## src/rtl/vfd_scan_sequencer.sv

```systemverilog
// ---------------------------------------------------------------------------
// vfd_scan_sequencer
//   Slot-based grid scan controller for a vacuum-fluorescent display.
//   Each slot is REFRESH_DIV clocks long. The slot opens with a shift of the
//   next grid's pattern. It closes with a blank window of BLK_CYCLES clocks.
//   A LAT_CYCLES latch pulse is issued at the start of the blank window, but
//   only when the shift finished in time. A shift still running when the
//   blank window opens is aborted and recorded in the sticky OVERRUN flag.
//
// Ports
//   CLK         system clock, all logic on the rising edge
//   RST_N       asynchronous active-low reset
//   EN          scan enable, sampled only at slot boundaries / in idle
//   SHIFT_DONE  one-cycle completion pulse from the shift engine
//   CLR_ERR     clears OVERRUN (a same-cycle new overrun wins)
//   SHIFT_START one-cycle pulse in the first cycle of every slot
//   SHIFT_ABORT one-cycle pulse when an unfinished shift is cancelled
//   GCP_EN      high while a shift is running
//   GRID_NUM    grid of the current slot, 1..GRID_COUNT
//   BLK         display blanking
//   LAT         serial latch
//   FRAME_TICK  one-cycle pulse at the start of the slot after a grid wrap
//   OVERRUN     sticky shift-overrun flag
// ---------------------------------------------------------------------------
module vfd_scan_sequencer #(
  parameter int REFRESH_DIV = 3846,
  parameter int GRID_COUNT  = 52,
  parameter int BLK_CYCLES  = 120,
  parameter int LAT_CYCLES  = 3
) (
  input  logic       CLK,
  input  logic       RST_N,
  input  logic       EN,
  input  logic       SHIFT_DONE,
  input  logic       CLR_ERR,
  output logic       SHIFT_START,
  output logic       SHIFT_ABORT,
  output logic       GCP_EN,
  output logic [5:0] GRID_NUM,
  output logic       BLK,
  output logic       LAT,
  output logic       FRAME_TICK,
  output logic       OVERRUN
);

  localparam int TW = $clog2(REFRESH_DIV);
  localparam logic [TW-1:0] SLOT_END  = TW'(REFRESH_DIV - 1);
  localparam logic [TW-1:0] BLK_START = TW'(REFRESH_DIV - BLK_CYCLES);
  localparam logic [TW-1:0] LAT_END   = TW'(REFRESH_DIV - BLK_CYCLES + LAT_CYCLES - 1);
  localparam logic [5:0]    GRID_LAST = 6'(GRID_COUNT);

  if ((REFRESH_DIV <= BLK_CYCLES + 1) || (LAT_CYCLES < 1) || (LAT_CYCLES > BLK_CYCLES) ||
      (GRID_COUNT < 1) || (GRID_COUNT > 63)) begin : g_param_check
    $error("vfd_scan_sequencer: illegal parameter combination");
  end

  typedef enum logic [1:0] {
    ST_IDLE  = 2'd0,
    ST_SHIFT = 2'd1,
    ST_HOLD  = 2'd2
  } state_t;

  state_t        state_r, nxt_state_s;
  logic [TW-1:0] timer_r, nxt_timer_s;
  logic [5:0]    grid_r, nxt_grid_s;
  logic          latch_ok_r, nxt_latch_ok_s;
  logic          overrun_r, nxt_overrun_s;
  logic          ovr_set_s;
  logic          nxt_frame_tick_s;
  logic          nxt_in_slot_s;

  // Registered copies of the slot-derived outputs, decoded from next state.
  logic          shift_start_r;
  logic          gcp_en_r;
  logic          blk_r;
  logic          frame_tick_r;
  // lat_win_r: latch window cycle with a completed shift already recorded.
  logic          lat_win_r;
  // blank_shift_r: first blank-window cycle reached while still shifting.
  logic          blank_shift_r;

  // Next-state, timer, grid, latch_ok and overrun decisions.
  always_comb begin
    nxt_state_s      = state_r;
    nxt_timer_s      = timer_r;
    nxt_grid_s       = grid_r;
    nxt_latch_ok_s   = latch_ok_r;
    ovr_set_s        = 1'b0;
    nxt_frame_tick_s = 1'b0;
    case (state_r)
      ST_IDLE: begin
        nxt_timer_s    = '0;
        nxt_latch_ok_s = 1'b0;
        if (EN) begin
          nxt_state_s = ST_SHIFT;
        end else begin
          nxt_state_s = ST_IDLE;
        end
      end
      ST_SHIFT, ST_HOLD: begin
        if (timer_r == SLOT_END) begin
          nxt_timer_s    = '0;
          nxt_latch_ok_s = 1'b0;
          if (grid_r >= GRID_LAST) begin
            nxt_grid_s       = 6'd1;
            nxt_frame_tick_s = EN;
          end else begin
            nxt_grid_s = grid_r + 6'd1;
          end
          if (EN) begin
            nxt_state_s = ST_SHIFT;
          end else begin
            nxt_state_s = ST_IDLE;
          end
        end else begin
          nxt_timer_s = timer_r + TW'(1);
          if (state_r == ST_SHIFT) begin
            // A completion in the blank-start cycle still counts as done.
            if (SHIFT_DONE) begin
              nxt_state_s    = ST_HOLD;
              nxt_latch_ok_s = 1'b1;
            end else if (timer_r == BLK_START) begin
              nxt_state_s = ST_HOLD;
              ovr_set_s   = 1'b1;
            end else begin
              nxt_state_s = ST_SHIFT;
            end
          end else begin
            nxt_state_s = ST_HOLD;
          end
        end
      end
      default: begin
        nxt_state_s    = ST_IDLE;
        nxt_timer_s    = '0;
        nxt_latch_ok_s = 1'b0;
      end
    endcase
    // A new overrun takes priority over a same-cycle clear.
    nxt_overrun_s = ovr_set_s | (overrun_r & ~CLR_ERR);
    nxt_in_slot_s = (nxt_state_s != ST_IDLE);
  end

  // State, counters, flags and registered outputs.
  always_ff @(posedge CLK or negedge RST_N) begin
    if (!RST_N) begin
      state_r       <= ST_IDLE;
      timer_r       <= '0;
      grid_r        <= 6'd1;
      latch_ok_r    <= 1'b0;
      overrun_r     <= 1'b0;
      shift_start_r <= 1'b0;
      gcp_en_r      <= 1'b0;
      blk_r         <= 1'b1;
      frame_tick_r  <= 1'b0;
      lat_win_r     <= 1'b0;
      blank_shift_r <= 1'b0;
    end else begin
      state_r       <= nxt_state_s;
      timer_r       <= nxt_timer_s;
      grid_r        <= nxt_grid_s;
      latch_ok_r    <= nxt_latch_ok_s;
      overrun_r     <= nxt_overrun_s;
      shift_start_r <= (nxt_state_s == ST_SHIFT) && (nxt_timer_s == '0);
      gcp_en_r      <= (nxt_state_s == ST_SHIFT);
      blk_r         <= ~nxt_in_slot_s || (nxt_timer_s >= BLK_START);
      frame_tick_r  <= nxt_frame_tick_s;
      lat_win_r     <= nxt_in_slot_s && nxt_latch_ok_s &&
                       (nxt_timer_s >= BLK_START) && (nxt_timer_s <= LAT_END);
      blank_shift_r <= (nxt_state_s == ST_SHIFT) && (nxt_timer_s == BLK_START);
    end
  end

  // In the blank-start cycle a still-running shift is either completed by a
  // same-cycle SHIFT_DONE (latch it) or cancelled (abort); this is the only
  // output path that depends on an input combinationally.
  assign LAT         = lat_win_r | (blank_shift_r & SHIFT_DONE);
  assign SHIFT_ABORT = blank_shift_r & ~SHIFT_DONE;
  assign SHIFT_START = shift_start_r;
  assign GCP_EN      = gcp_en_r;
  assign GRID_NUM    = grid_r;
  assign BLK         = blk_r;
  assign FRAME_TICK  = frame_tick_r;
  assign OVERRUN     = overrun_r;

endmodule
```

## config.mk

```make
export PLATFORM = sky130hd
export DESIGN_NAME = vfd_scan_sequencer
export DESIGN_NICKNAME = d
export VERILOG_FILES = /design/src/rtl/vfd_scan_sequencer.sv
export SDC_FILE = /design/constraint.sdc
export NUM_CORES = 1
export LEC_CHECK = 0
export CAP_MARGIN = 0
export CORE_ASPECT_RATIO = 1.4
export CORE_UTILIZATION = 35
export CTS_CLUSTER_DIAMETER = 150
export DETAILED_ROUTE_END_ITERATION = 8
export SYNTH_ARGS = -nofsm -noshare
export SYNTH_HDL_FRONTEND = slang
export SYNTH_SLANG_ARGS = --single-unit
```

## constraint.sdc

```tcl
create_clock -name CLK -period 3.6 [get_ports CLK]
set_input_delay 0.72 -clock CLK [delete_from_list [all_inputs] [get_ports CLK]]
set_output_delay 0.72 -clock CLK [all_outputs]
set_load 0.01 [all_outputs]
```

* Word level (Yosys, flattened, before mapping)
Index checks and enable logic that the tools add are counted.
** Storage, ports and cells
- Logic and storage cells :: 62
- Input port bits :: 5
- Register bits after elaboration :: 28
** Operators by class
- $add $sub $neg :: 2
- Muxes and demuxes :: 21
- Reductions and logical operators :: 11
- Order comparisons :: 3
- Equal/unequal tests :: 6
- Bitwise logic cells :: 8
** Operators with widths (count)
- $eq 12x12->1 const B :: 3
- $mux 12 :: 2
- $mux 1 :: 13
- $add 12x1->12 const B :: 1
- $ge 12x12->1 const B :: 1
- $le 12x12->1 const B :: 1
- $logic_not 12->1 :: 1
- $mux 2 :: 4
- $add 6x1->6 const B :: 1
- $ge 6x6->1 const B :: 1
- $mux 6 :: 1
- $logic_and 1x1->1 :: 5
- $eq 2x1->1 const B :: 2
- $pmux 2 s2 :: 1
- $and 1x1->1 :: 3
- $not 1->1 :: 3
- $eq 2x2->1 const B :: 1
- $logic_not 2->1 :: 1
- $or 1x1->1 :: 2
- $reduce_and 2->1 :: 1
- $reduce_bool 2->1 :: 1
- $reduce_or 2->1 :: 1
- $logic_or 1x1->1 :: 1

* Depth between registers and ports, before layout
Gate-level depths: netlist of run 1.
- Depth after elaboration :: 10
- Depth in mapped cells :: 8

* Worst setup path after synthesis of run 1
No wires, ideal clock.
- Path type :: input port to flip-flop
- From :: input SHIFT_DONE
- To :: register lat_win_r
- Library setup time :: 0.111 ns
- Required time :: 3.489 ns
- Path buffers :: 0
- Data arrival time :: 1.844 ns
- Setup slack :: 1.645 ns
- Stages on the path :: 5
- Cell sequence :: nand2b_1 > or3b_2 > o32ai_4 > nor2_1 > a2111oi_2
** On the way
- Longest elaborated chain between the ends :: 8
- Elaborated cells on any way between the ends :: 12
** Ends and longest elaborated chain
- start, declared :: RTL line 34 : input logic SHIFT_DONE,
- $mux 2 :: RTL line 119 : if (SHIFT_DONE) begin
- $mux 2 :: RTL line 117 : if (state_r == ST_SHIFT) begin
- $mux 2 :: RTL line 101 : if (timer_r == SLOT_END) begin
- $pmux 2 s2 :: RTL line 90 : case (state_r)
- named net nxt_state_s[0] :: RTL line 63 : state_t state_r, nxt_state_s;
- $reduce_bool 2->1 :: RTL line 141 : nxt_in_slot_s = (nxt_state_s != ST_IDLE);
- $logic_and 1x1->1 (2 in a row) :: RTL line 168 : lat_win_r <= nxt_in_slot_s && nxt_latch_ok_s &&
- $logic_and 1x1->1 :: RTL line 169 : (nxt_timer_s >= BLK_START) && (nxt_timer_s <= LAT_END);
- end signal, assigned :: RTL line 168
- end, declared :: RTL line 78 : logic lat_win_r;
The timed path passes the listed nets, and every way through them passes these cells.
A chain may end at the register's enable or synchronous reset.

* Final worst setup path of run 1
- From :: input SHIFT_DONE
- To :: output LAT
** On the way
- Longest elaborated chain between the ends :: 2
** Ends and longest elaborated chain
- $and 1x1->1 :: RTL line 177 : assign LAT = lat_win_r | (blank_shift_r & SHIFT_DONE);
- $or 1x1->1 :: RTL line 177
- end, declared :: RTL line 41 : output logic LAT,
Every way passes these cells.

==> results of run 1 <==
-- through the flow --
stage / power [mW] / instances / instance area, sq um
6_report: 0.964 / 263 / 1990
5_1_grt: 1.03 / 263 / 1990
4_1_cts: 0.974 / 263 / 1990
3_5_place_dp: 0.772 / 259 / 1930
3_3_place_gp: 0.773 / 259 / 1930
2_1_floorplan: 0.653 / 183 / 1710
-- per-layer routing --
metal / wire [um] / global-route usage (%) / share of wire [%] / up-vias
li1: - / - / - / 674
met1: 1520 / 20.6 / 41 / 672
met2: 2000 / 28.8 / 54 / 31
met3: 135 / 2.47 / 3.6 / 5
met4: 71 / 7.44 / 1.9 / 0
met5: 0 / 0 / 0 / -
-- report_power, final --
part	internal, mW	switching [mW]	total [mW]
sequential	0.365	0.0460	0.411
clock	0.0984	0.103	0.201
combinational	0.130	0.222	0.352
total	0.593	0.371	0.964
-- critical path: stages --
cell and delay (ps):
clkdlybuf4s50_1 510, a21o_1 120, clkdlybuf4s50_1 520
-- final cells by class --
cell class / instances / share of cell area (%)
multi-input cells: 136 / 46.2
inverters: 15 / 2.83
clock buffers: 4 / 2.77
flip-flops and latches: 28 / 35.4
repair buffers: 18 / 8.94
well taps: 62 / 3.90
-- worst min path at each step --
stage / cells after the start / start / to / slack, ps
2_1_floorplan: 0 / RST_N / FRAME_TICK / 420
3_3_place_gp: 2 / OVERRUN / OVERRUN / 500
3_5_place_dp: 2 / OVERRUN / OVERRUN / 500
4_1_cts: 2 / OVERRUN / OVERRUN / 530
5_1_grt: 2 / OVERRUN / OVERRUN / 590
6_report: 2 / OVERRUN / OVERRUN / 520
-- kinds of logic after synthesis --
group           Yosys count  synth area share [%]
xor+xnor                  8                  4.11
compound gates           34                  15.1
simple gates             82                  26.3
fa+ha+maj                 8                  5.87
flops                    28                  41.2
buf+inv                  19                  4.99
mux                       4                  2.42
-- layout by cell type, fill, tap and decap left out, types with 2 or more instances in the layout --
| cell type | instances |
|---|---|
| dfrtp_1 | 26 |
| nor2_1 | 20 |
| clkdlybuf4s50_1 | 17 |
| inv_1 | 15 |
| nand2_1 | 15 |
| nor2b_1 | 9 |
| nand3_1 | 8 |
| ha_1 | 8 |
| xnor2_1 | 7 |
| a21oi_1 | 6 |
| o21ai_0 | 6 |
| nor3_1 | 4 |
| nand2b_1 | 4 |
| clkbuf_8 | 4 |
| nand4_1 | 3 |
| nor4_1 | 3 |
| mux2i_1 | 3 |
| or2_2 | 3 |
| o31ai_1 | 3 |
| dfstp_2 | 2 |
| nand4b_1 | 2 |
| and3_1 | 2 |
| a21boi_0 | 2 |
| o22ai_1 | 2 |
| a21o_1 | 2 |
-- state kept, by name, summed over array words and instances (netlist names) --
register / count
state_r: 2
FRAME_TICK: 1
lat_win_r: 1
timer_r: 12
SHIFT_START: 1
BLK: 1
latch_ok_r: 1
GCP_EN: 1
OVERRUN: 1
blank_shift_r: 1
GRID_NUM: 6
==> results.cfg, run 1 <==
[critical_path]
timing.critical_path.from = SHIFT_DONE
regToRegStartpoint = timer_r[0]
timing_worst_setup_path_type = input port to output pin
reg2reg_to = blank_shift_r
reg2reg_depth = 7
type_of_element_capturing_the_critical_path = output pin
reg2reg_setup_slack_ps = 1210
timing.critical_path.from_type = input port
cp.arrival_ps = 1880
crit_fanout = 4
critical_path_required_ps = 2880
cp-endpoint = LAT

[timing]
final.hold.worst_slack_ps = 523
grt_setup_unrepaired = false
max_slew.worst_pin.slew_ps = 769
finalWorstSetupSlack_ps = 1000
setup_tns_ps = 0
slew_limit_fails = 0
finalWorstPathRequiredPeriod_ps = 2600
post-route-period-util_pct = 72.2
setup-violations-final = 0
fmax_mhz = 385
timing.slew.headroom_pct = 48.7
timing_hold_violations_final = 0
final.setup_skew_ps = 4.84

[synth]
yosysUniqueCellTypes = 50
yosysSeqAreaShare_pct = 41.2
synthDominantCellAreaShare_pct = 38.2
ys_seq_elements = 28
top_count_cell_post_synth = dfrtp_1
synthesis.instances = 183
ys_warn_count = 0
synth_edf_count = 0
synth_async_sr_flop_share_pct = 100
synth_top_cells_by_area = dfrtp_1, ha_1, nor2_1
synth.cells.most_frequent = dfrtp_1, nor2_1, inv_1, nand2_1, nor2b_1
syn_area_per_cell_sq_um = 9.32
syn_nets = 196
postSynth.topFlopCell = dfrtp_1
synthDominantAreaCellType = dfrtp_1
mappedNetlistArea_sq_um = 1710

[drt]
dr_total_vias = 1382
ant_nets = 0
detail_route.wl_per_cell_um = 14.2
route.final.wire_length_um = 3720
drc = 0
via_per_inst = 5.25
first_iter_violations = 75
drt_first_pass_iters = 4

[power_and_ir_drop]
power_per_cell_area_nw_per_um2 = 485
leakage_nw = 0.799
vdd.ir_drop.worst_mv = 0.209

[grt]
grt_use_total_pct = 17.0
grt_remaining_overflow = 0
global_route_wire_length_before_repair_um = 6510
grt_antenna_before_repair = 0
first_global_vias = 1405
largest_net_degree_at_the_start_of_global_routing = 29

[die]
coreArea_sq_um = 4610
top_level_ports = 18
chipHeight_um = 84.6
die_width_um = 61.0
initial_utilization_pct = 37.0
rows = 29
die-area_sq_um = 5160

[clocking]
clock-sinks = 28
clkTransAtPathRegs_ps = 100
h-tree-depth = 1
cts_repair_resize_count = 0
worstSkewPairLatency_ps = 290
cts_tree = built
holdBufCountCts = 0
clock_tree.buffer_depth = 2
clock-root-buffer = clkbuf_8
cts_inserted_buffers = 3
cts.repair_timing.setup_buffer_count = 0

[place]
final_weighted_congestion_in_routability_driven_placement = 0.862
place.detailed.hpwl_um = 2750
port_buffers = 17
pre_cts_slack_ps = 998

[worst_hold_path]
timing.hold.worst.class = flip-flop to flip-flop

[cells_and_area]
area_of_the_multi_input_gates_sq_um = 917
register_area_sq_um = 703
fill_cells = 470
finish.net_count = 215
drive_gt1_share_pct = 9.95
area_delta_synth_final_pct = 16.5
final_core_util_pct = 43.1
antenna-diode-count = 0

[run]
max_cap_violations = 0

[outcome]
status = complete, no violations
Note: power is estimated with default switching activity, not from simulation.
==> run 2, diff against run 1 <==
Clock period 3.6 ns to 2.4 ns, I/O delays scaled along.
==> run 2 against run 1 <==
First-iteration DRC count is 32% higher; sequential power is 48% higher; setup slack worse by 750 ps; critical endpoint is now lat_win_r.
==> results.cfg, run 2 (synthesis gave the netlist of run 1 again) <==
[die]
rows = 29
chipHeight_um = 84.6
die_width_um = 61.0
die-area_sq_um = 5160
top_level_ports = 18
initial_utilization_pct = 37.0
coreArea_sq_um = 4610

[clocking]
holdBufCountCts = 0
worstSkewPairLatency_ps = 270
clock-sinks = 28
cts_tree = built
h-tree-depth = 1
cts_repair_resize_count = 0
cts_inserted_buffers = 3
cts.repair_timing.setup_buffer_count = 0
clock_tree.buffer_depth = 2
clkTransAtPathRegs_ps = 90
clock-root-buffer = clkbuf_8

[drt]
wirelength_met1_um = 1570
route.final.wire_length_um = 3840
via_per_inst = 5.19
ant_nets = 0
drt_first_pass_iters = 4
drc = 0
detail_route.wl_per_cell_um = 14.2
routed.top_layer = met4
dr_wl_met2_um = 2110
dr_total_vias = 1402
first_iter_violations = 99
met3WireLength_um = 88

[timing]
setup-violations-final = 0
timing.slew.headroom_pct = 74.9
max_slew.worst_pin.slew_ps = 376
final.setup_skew_ps = 2.48
slew_limit_fails = 0
post-route-period-util_pct = 89.6
timing_hold_violations_final = 0
grt_setup_unrepaired = false
setup_tns_ps = 0
finalWorstPathRequiredPeriod_ps = 2150
fmax_mhz = 465
final.hold.worst_slack_ps = 510

[cells_and_area]
antenna-diode-count = 0
biggest_register = timer_r
postLayoutCellArea_sq_um = 2040
final_core_util_pct = 44.3
final_common_cell = dfrtp_1
most-common-layout-cells = dfrtp_1, nor2_1, clkdlybuf4s50_1
largest_reg_flops = 12
drive_gt1_share_pct = 13.0
finish.net_count = 222
area_delta_synth_final_pct = 19.6

[place]
port_buffers = 17
placed_cell_area_sq_um = 1980
final_weighted_congestion_in_routability_driven_placement = 0.887
place.detailed.hpwl_um = 2960

[critical_path]
type_of_element_capturing_the_critical_path = flip-flop
critical_path_required_ps = 2570
timing.critical_path.from_type = flip-flop
cp.arrival_ps = 2320
crit_fanout = 9
timing_worst_setup_path_type = flip-flop to flip-flop

[power_and_ir_drop]
power_per_cell_area_nw_per_um2 = 734
vdd.ir_drop.worst_mv = 0.398
power_mw = 1.50
leakage_nw = 0.833

[grt]
first_global_vias = 1417
grt_remaining_overflow = 0
grt_antenna_before_repair = 0
largest_net_degree_at_the_start_of_global_routing = 29
global_route_wire_length_before_repair_um = 6510
grt_use_total_pct = 16.9

[outcome]
status = complete, no violations

[worst_hold_path]
timing.hold.worst.class = flip-flop to flip-flop

[run]
max_cap_violations = 0
-- run 2: cell count changes in the layout (fill, tap and decap cells not counted) --
cell   before  now
buf_4       1    8
-- run 2: critical path: stages, from the launching register on --
cell and delay [ps]:
dfrtp_1 520, ha_1 340, nand2_1 170, nor3_1 260
xnor2_1 120, nor2b_1 180, nand4_1 210, a2111oi_2 250
-- run 2: metrics by stage --
| stage | setup slack (ps) | instances |
|---|---|---|
| 2_1_floorplan | 531 | 183 |
| 5_1_grt | 27.4 | 270 |
| 6_report | 250 | 270 |
| 4_1_cts | 275 | 270 |
| 3_5_place_dp | 108 | 266 |
| 3_3_place_gp | 141 | 266 |
-- run 2: final timing paths --
path	from	endpoint	slack, ps	cells past startpoint
max	timer_r[1]	lat_win_r	250	7
min	OVERRUN	OVERRUN	510	2
max reg2reg	timer_r[1]	lat_win_r	250	7
min reg2reg	OVERRUN	OVERRUN	510	2
max in group asynchronous	RST_N	GRID_NUM[0]	1520	2
min in group asynchronous	RST_N	GRID_NUM[4]	580	2
-- run 2: power by group --
part / internal, mW / total [mW] / switching, mW
Clock: 0.147 / 0.290 / 0.143
Sequential: 0.547 / 0.609 / 0.0619
Combinational: 0.245 / 0.597 / 0.353
Total: 0.939 / 1.50 / 0.557
-- run 2: routing by layer --
metal | track usage [%] | up-vias
li1 | - | 688
met1 | 19.1 | 679
met2 | 31.3 | 28
met3 | 2.16 | 7
met4 | 5.17 | 0
met5 | 0 | -
-- run 2: area by class of cell --
cell class                      instances  area, sq um
Timing Repair Buffer                   25          230
Sequential cell                        28          703
Inverter                               15         56.3
Multi-Input combinational cell        136          917
Fill cell                             468         2570
Clock buffer                            4         55.1
Tap cell                               62         77.6
==> RTL edit 1 (config.mk and constraints of run 1) <==
Reset style: synchronous (`RST_N`), changed in one clocked block. Comments in the files are not updated.
--- a/src/rtl/vfd_scan_sequencer.sv
+++ b/src/rtl/vfd_scan_sequencer.sv
@@ -144,3 +144,3 @@
   // State, counters, flags and registered outputs.
-  always_ff @(posedge CLK or negedge RST_N) begin
+  always_ff @(posedge CLK) begin
     if (!RST_N) begin
Formal check against the unedited RTL: differs if RST_N is asserted again (counterexample within 4 cycles, from zero or initial values and one cycle with RST_N low); with RST_N held inactive, the same outputs for 10 cycles.
==> RTL edit 1 against run 1 <==
Sequential cell count stayed put; wire length shrank 11%; cell area fell by 6.6%; non-clock buffer count is 1 lower; clock skew fell by 0.0017 ns; fmax is 1.4% lower; synthesized cell count rose by 3.8%; worst setup slack worse by 0.036 ns; synthesized area down 4.7%; count of clock-buffer cells in the layout did not move.
Power is not compared: it rests on default switching activity, and its combinational part moved more than twofold at a synthesized area within 25%.
==> RTL edit 1: results <==
global_routing:
  grt_pass1_vias: 1202
  antenna_found_initial: 0
  grt_max_degree: 16
  grt_pass1_wl_um: 5430
  track_usage: 0.145
synth:
  synth_compound_area_frac: 0.132
  syn_nets: 203
  yosysSeqAreaShare: 0.345
  synthXorXnorAreaFrac: 0.0808
  synth.yosys.warnings: 0
  ys_types: 50
  async_reset_ff_frac: 0
  synthAdderAreaFrac: 0.0616
  syn_avg_cell_area_sq_um: 8.55
  muxShareOfSynthArea: 0.0123
  synth.area.top_cells: "dfxtp_1, ha_1, nor2_1"
  synth_commonest_cells: "dfxtp_1, nor2_1, nand2_1"
cts:
  cts.repair.resized: 0
  insertion_delay_ns: 0.27
  h-tree-depth: 1
  cts_buffers: 3
  cts_setup_buffers: 0
  root_buffer: "clkbuf_8"
finish:
  drive_gt1_frac: 0.0650
  fin_nets: 214
  antenna_cells: 0
  largest_reg_flops: 12
  final.fill_count: 479
  regMostFlops: "timer_r"
place:
  dp_hpwl_um: 2500
  io_buffer_count: 17
  gp_routability_congestion: 0.879
  placed_cell_area_sq_um: 1800
  dpl.cell_count: 258
  dp_slack_ns: 0.958
routing:
  num_vias: 1364
  drtIter0Drc: 31
  routedWlPerCell_um: 12.6
  vias_per_cell: 5.21
  dr.pass1.iters: 4
critical_path:
  reg2regPathDepth: 7
  slowest_stage: "clkdlybuf4s50_1"
  crit_path_end: "LAT"
  r2r_end: "blank_shift_r"
  reg2reg_from: "timer_r[0]"
  worstPathArrival_ns: 1.92
  path_max_fanout: 5
  rrSetupSlack_ns: 1.15
  slowest_delay_ns: 0.54
power:
  peakVddDrop_v: 0.000109
sta:
  fin_skew_ns: 0.00318
  slew_headroom: 0.661
  period_share: 0.732
hold_path:
  min_path_type: "reg -> reg"
run_status:
  status: "finished, final reports clean"
[RTL edit 1: changes by cell type after synthesis, moves of 3 or more]
cell / before / now
xor2_1: 1 / 9
and4_1: 0 / 5
dfrtp_1: 26 / 0
dfxtp_1: 0 / 28
inv_1: 15 / 9
nor2b_1: 9 / 6
or2_2: 3 / 0
nor2_1: 20 / 24
o21ai_0: 6 / 1
[RTL edit 1: cell type report]
cell class / count / area, sq um / area share
Inverter: 9 / 33.8 / 0.0182
Clock buffer: 4 / 55.1 / 0.0297
Sequential cell: 28 / 561 / 0.302
Tap cell: 62 / 77.6 / 0.0418
Timing Repair Buffer: 17 / 170 / 0.0917
Multi-Input combinational cell: 142 / 958 / 0.517
[RTL edit 1: power breakdown]
group	switching (W)	internal, W
clock	0.0000973	0.0000980
sequential	0.00000624	0.000318
combinational	0.0000440	0.0000310
total	0.000148	0.000447
[RTL edit 1: worst min path at each step]
stage	endpoint	start	slack, ns
floorplan	latch_ok_r	latch_ok_r	0.45
global placement	GRID_NUM[5]	GRID_NUM[5]	0.49
detailed placement	latch_ok_r	latch_ok_r	0.49
CTS	latch_ok_r	latch_ok_r	0.51
global route	latch_ok_r	latch_ok_r	0.54
finish	latch_ok_r	latch_ok_r	0.50
[RTL edit 1: per-layer routing]
| layer | global-route usage | vias up | routed length [um] |
|---|---|---|---|
| met4 | 0.0721 | 0 | 80 |
| met2 | 0.272 | 34 | 1680 |
| li1 | - | 685 | - |
| met5 | 0 | - | 0 |
| met1 | 0.160 | 636 | 1440 |
| met3 | 0.0140 | 9 | 102 |
[RTL edit 1: critical path: cells and delay by family]
kind / cells / cell delay (ns)
buffers and inverters: 2 / 1.07
AO/OA/AOI/OAI: 1 / 0.13
==> RTL edit 2 (settings of run 1) <==
Without the edit above. Set the parameter `GRID_COUNT` to 39 (it was 52).
--- a/src/rtl/vfd_scan_sequencer.sv
+++ b/src/rtl/vfd_scan_sequencer.sv
@@ -26,3 +26,3 @@
   parameter int REFRESH_DIV = 3846,
-  parameter int GRID_COUNT  = 52,
+  parameter int GRID_COUNT  = 39,
   parameter int BLK_CYCLES  = 120,
Check against the original RTL: same outputs for any inputs over 10 cycles, from zero or initial values and one cycle with RST_N low; that may be too few to reach the edited logic, so the function may still have changed.
==> RTL edit 2 against run 1 <==
Wire length is 9.2% lower; cell area is 2.3% lower; count of clock-buffer cells in the layout is 1 lower; hold slack hardly changed; sequential cell count stayed put; power is 6.0% higher; synthesized area is 4.3% lower; combinational power is 6.2% higher; worst setup slack worse by 0.0022 ns.
==> RTL edit 2: results <==
synth:
  syn_nets: 184
  yosysSeqAreaShare: 0.431
  muxShareOfSynthArea: 0.0130
  synth_commonest_cells: "dfrtp_1, nor2_1, nand2_1, o21ai_0"
  synthAdderAreaFrac: 0.0536
  ys_types: 45
  synth.area.top_cells: "dfrtp_1, ha_1, nor2_1"
  synth_compound_area_frac: 0.106
  synthXorXnorAreaFrac: 0.0644
global_routing:
  track_usage: 0.151
  grt_use_met1: 0.179
  grt_pass1_vias: 1200
  grt_max_degree: 29
  grt_pass1_wl_um: 5710
  use_met3: 0.0140
  antenna_found_initial: 0
  met2_usage: 0.273
finish:
  regMostFlops: "timer_r"
  final.fill_count: 473
  drive_gt1_frac: 0.0842
  fin_nets: 203
power:
  p_leak_nw: 0.855
  peakVddDrop_v: 0.000153
  switching_share: 0.363
  pwr-share-seq: 0.391
  p_clk_w: 0.000249
critical_path:
  slowest_stage: "clkdlybuf4s50_1"
  reg2reg_from: "timer_r[0]"
  r2r_end: "lat_win_r"
  path_max_fanout: 4
  reg2regPathDepth: 7
  rrSetupSlack_ns: 1.50
  slowest_delay_ns: 0.52
routing:
  wl_met3_um: 55
  drt-met1-wl_um: 1450
  dr.pass1.iters: 6
  drtIter0Drc: 42
  routedWlPerCell_um: 13.4
  num_vias: 1272
  wl_met2_um: 1840
  top_layer_used: "met4"
place:
  placed_cell_area_sq_um: 1870
  gp_routability_congestion: 0.756
  dp_slack_ns: 0.996
  dp_hpwl_um: 2500
hold_path:
  hp-start: "GRID_NUM[0]"
  min_to: "GRID_NUM[0]"
run_status:
  status: "finished, final reports clean"
cts:
  cts_buffers: 3
  root_buffer: "clkbuf_8"
  h-tree-depth: 1
  insertion_delay_ns: 0.27
sta:
  fin_skew_ns: 0.00345
  finalCriticalPeriod_ns: 2.60
  slew_headroom: 0.696
-- RTL edit 2: metrics by stage --
step | cells | total power (W) | hold WS [ns] | util
6_report | 252 | 0.00102 | 0.524 | 0.432
5_1_grt | 252 | 0.00110 | 0.569 | 0.432
4_1_cts | 252 | 0.00104 | 0.527 | 0.432
3_5_place_dp | 248 | 0.000784 | 0.511 | 0.416
3_3_place_gp | 248 | 0.000784 | 0.502 | 0.416
2_1_floorplan | 172 | 0.000656 | 0.424 | -
-- RTL edit 2: tightest hold or removal path: cells and delay by family (launching register included) --
family	cells	cell delay, ns
AOI/OAI and AO/OA	1	0.07
DFF	1	0.40
and+or+nand+nor	1	0.05
-- RTL edit 2: final cells by class --
class                           instances  area (sq um)  share of cell area
Inverter                                7          26.3              0.0135
Multi-Input combinational cell        133           886               0.456
Sequential cell                        28           703               0.362
Tap cell                               62          77.6              0.0399
Clock inverter                          1          30.0              0.0155
Clock buffer                            3          41.3              0.0213
Timing Repair Buffer                   18           178              0.0915
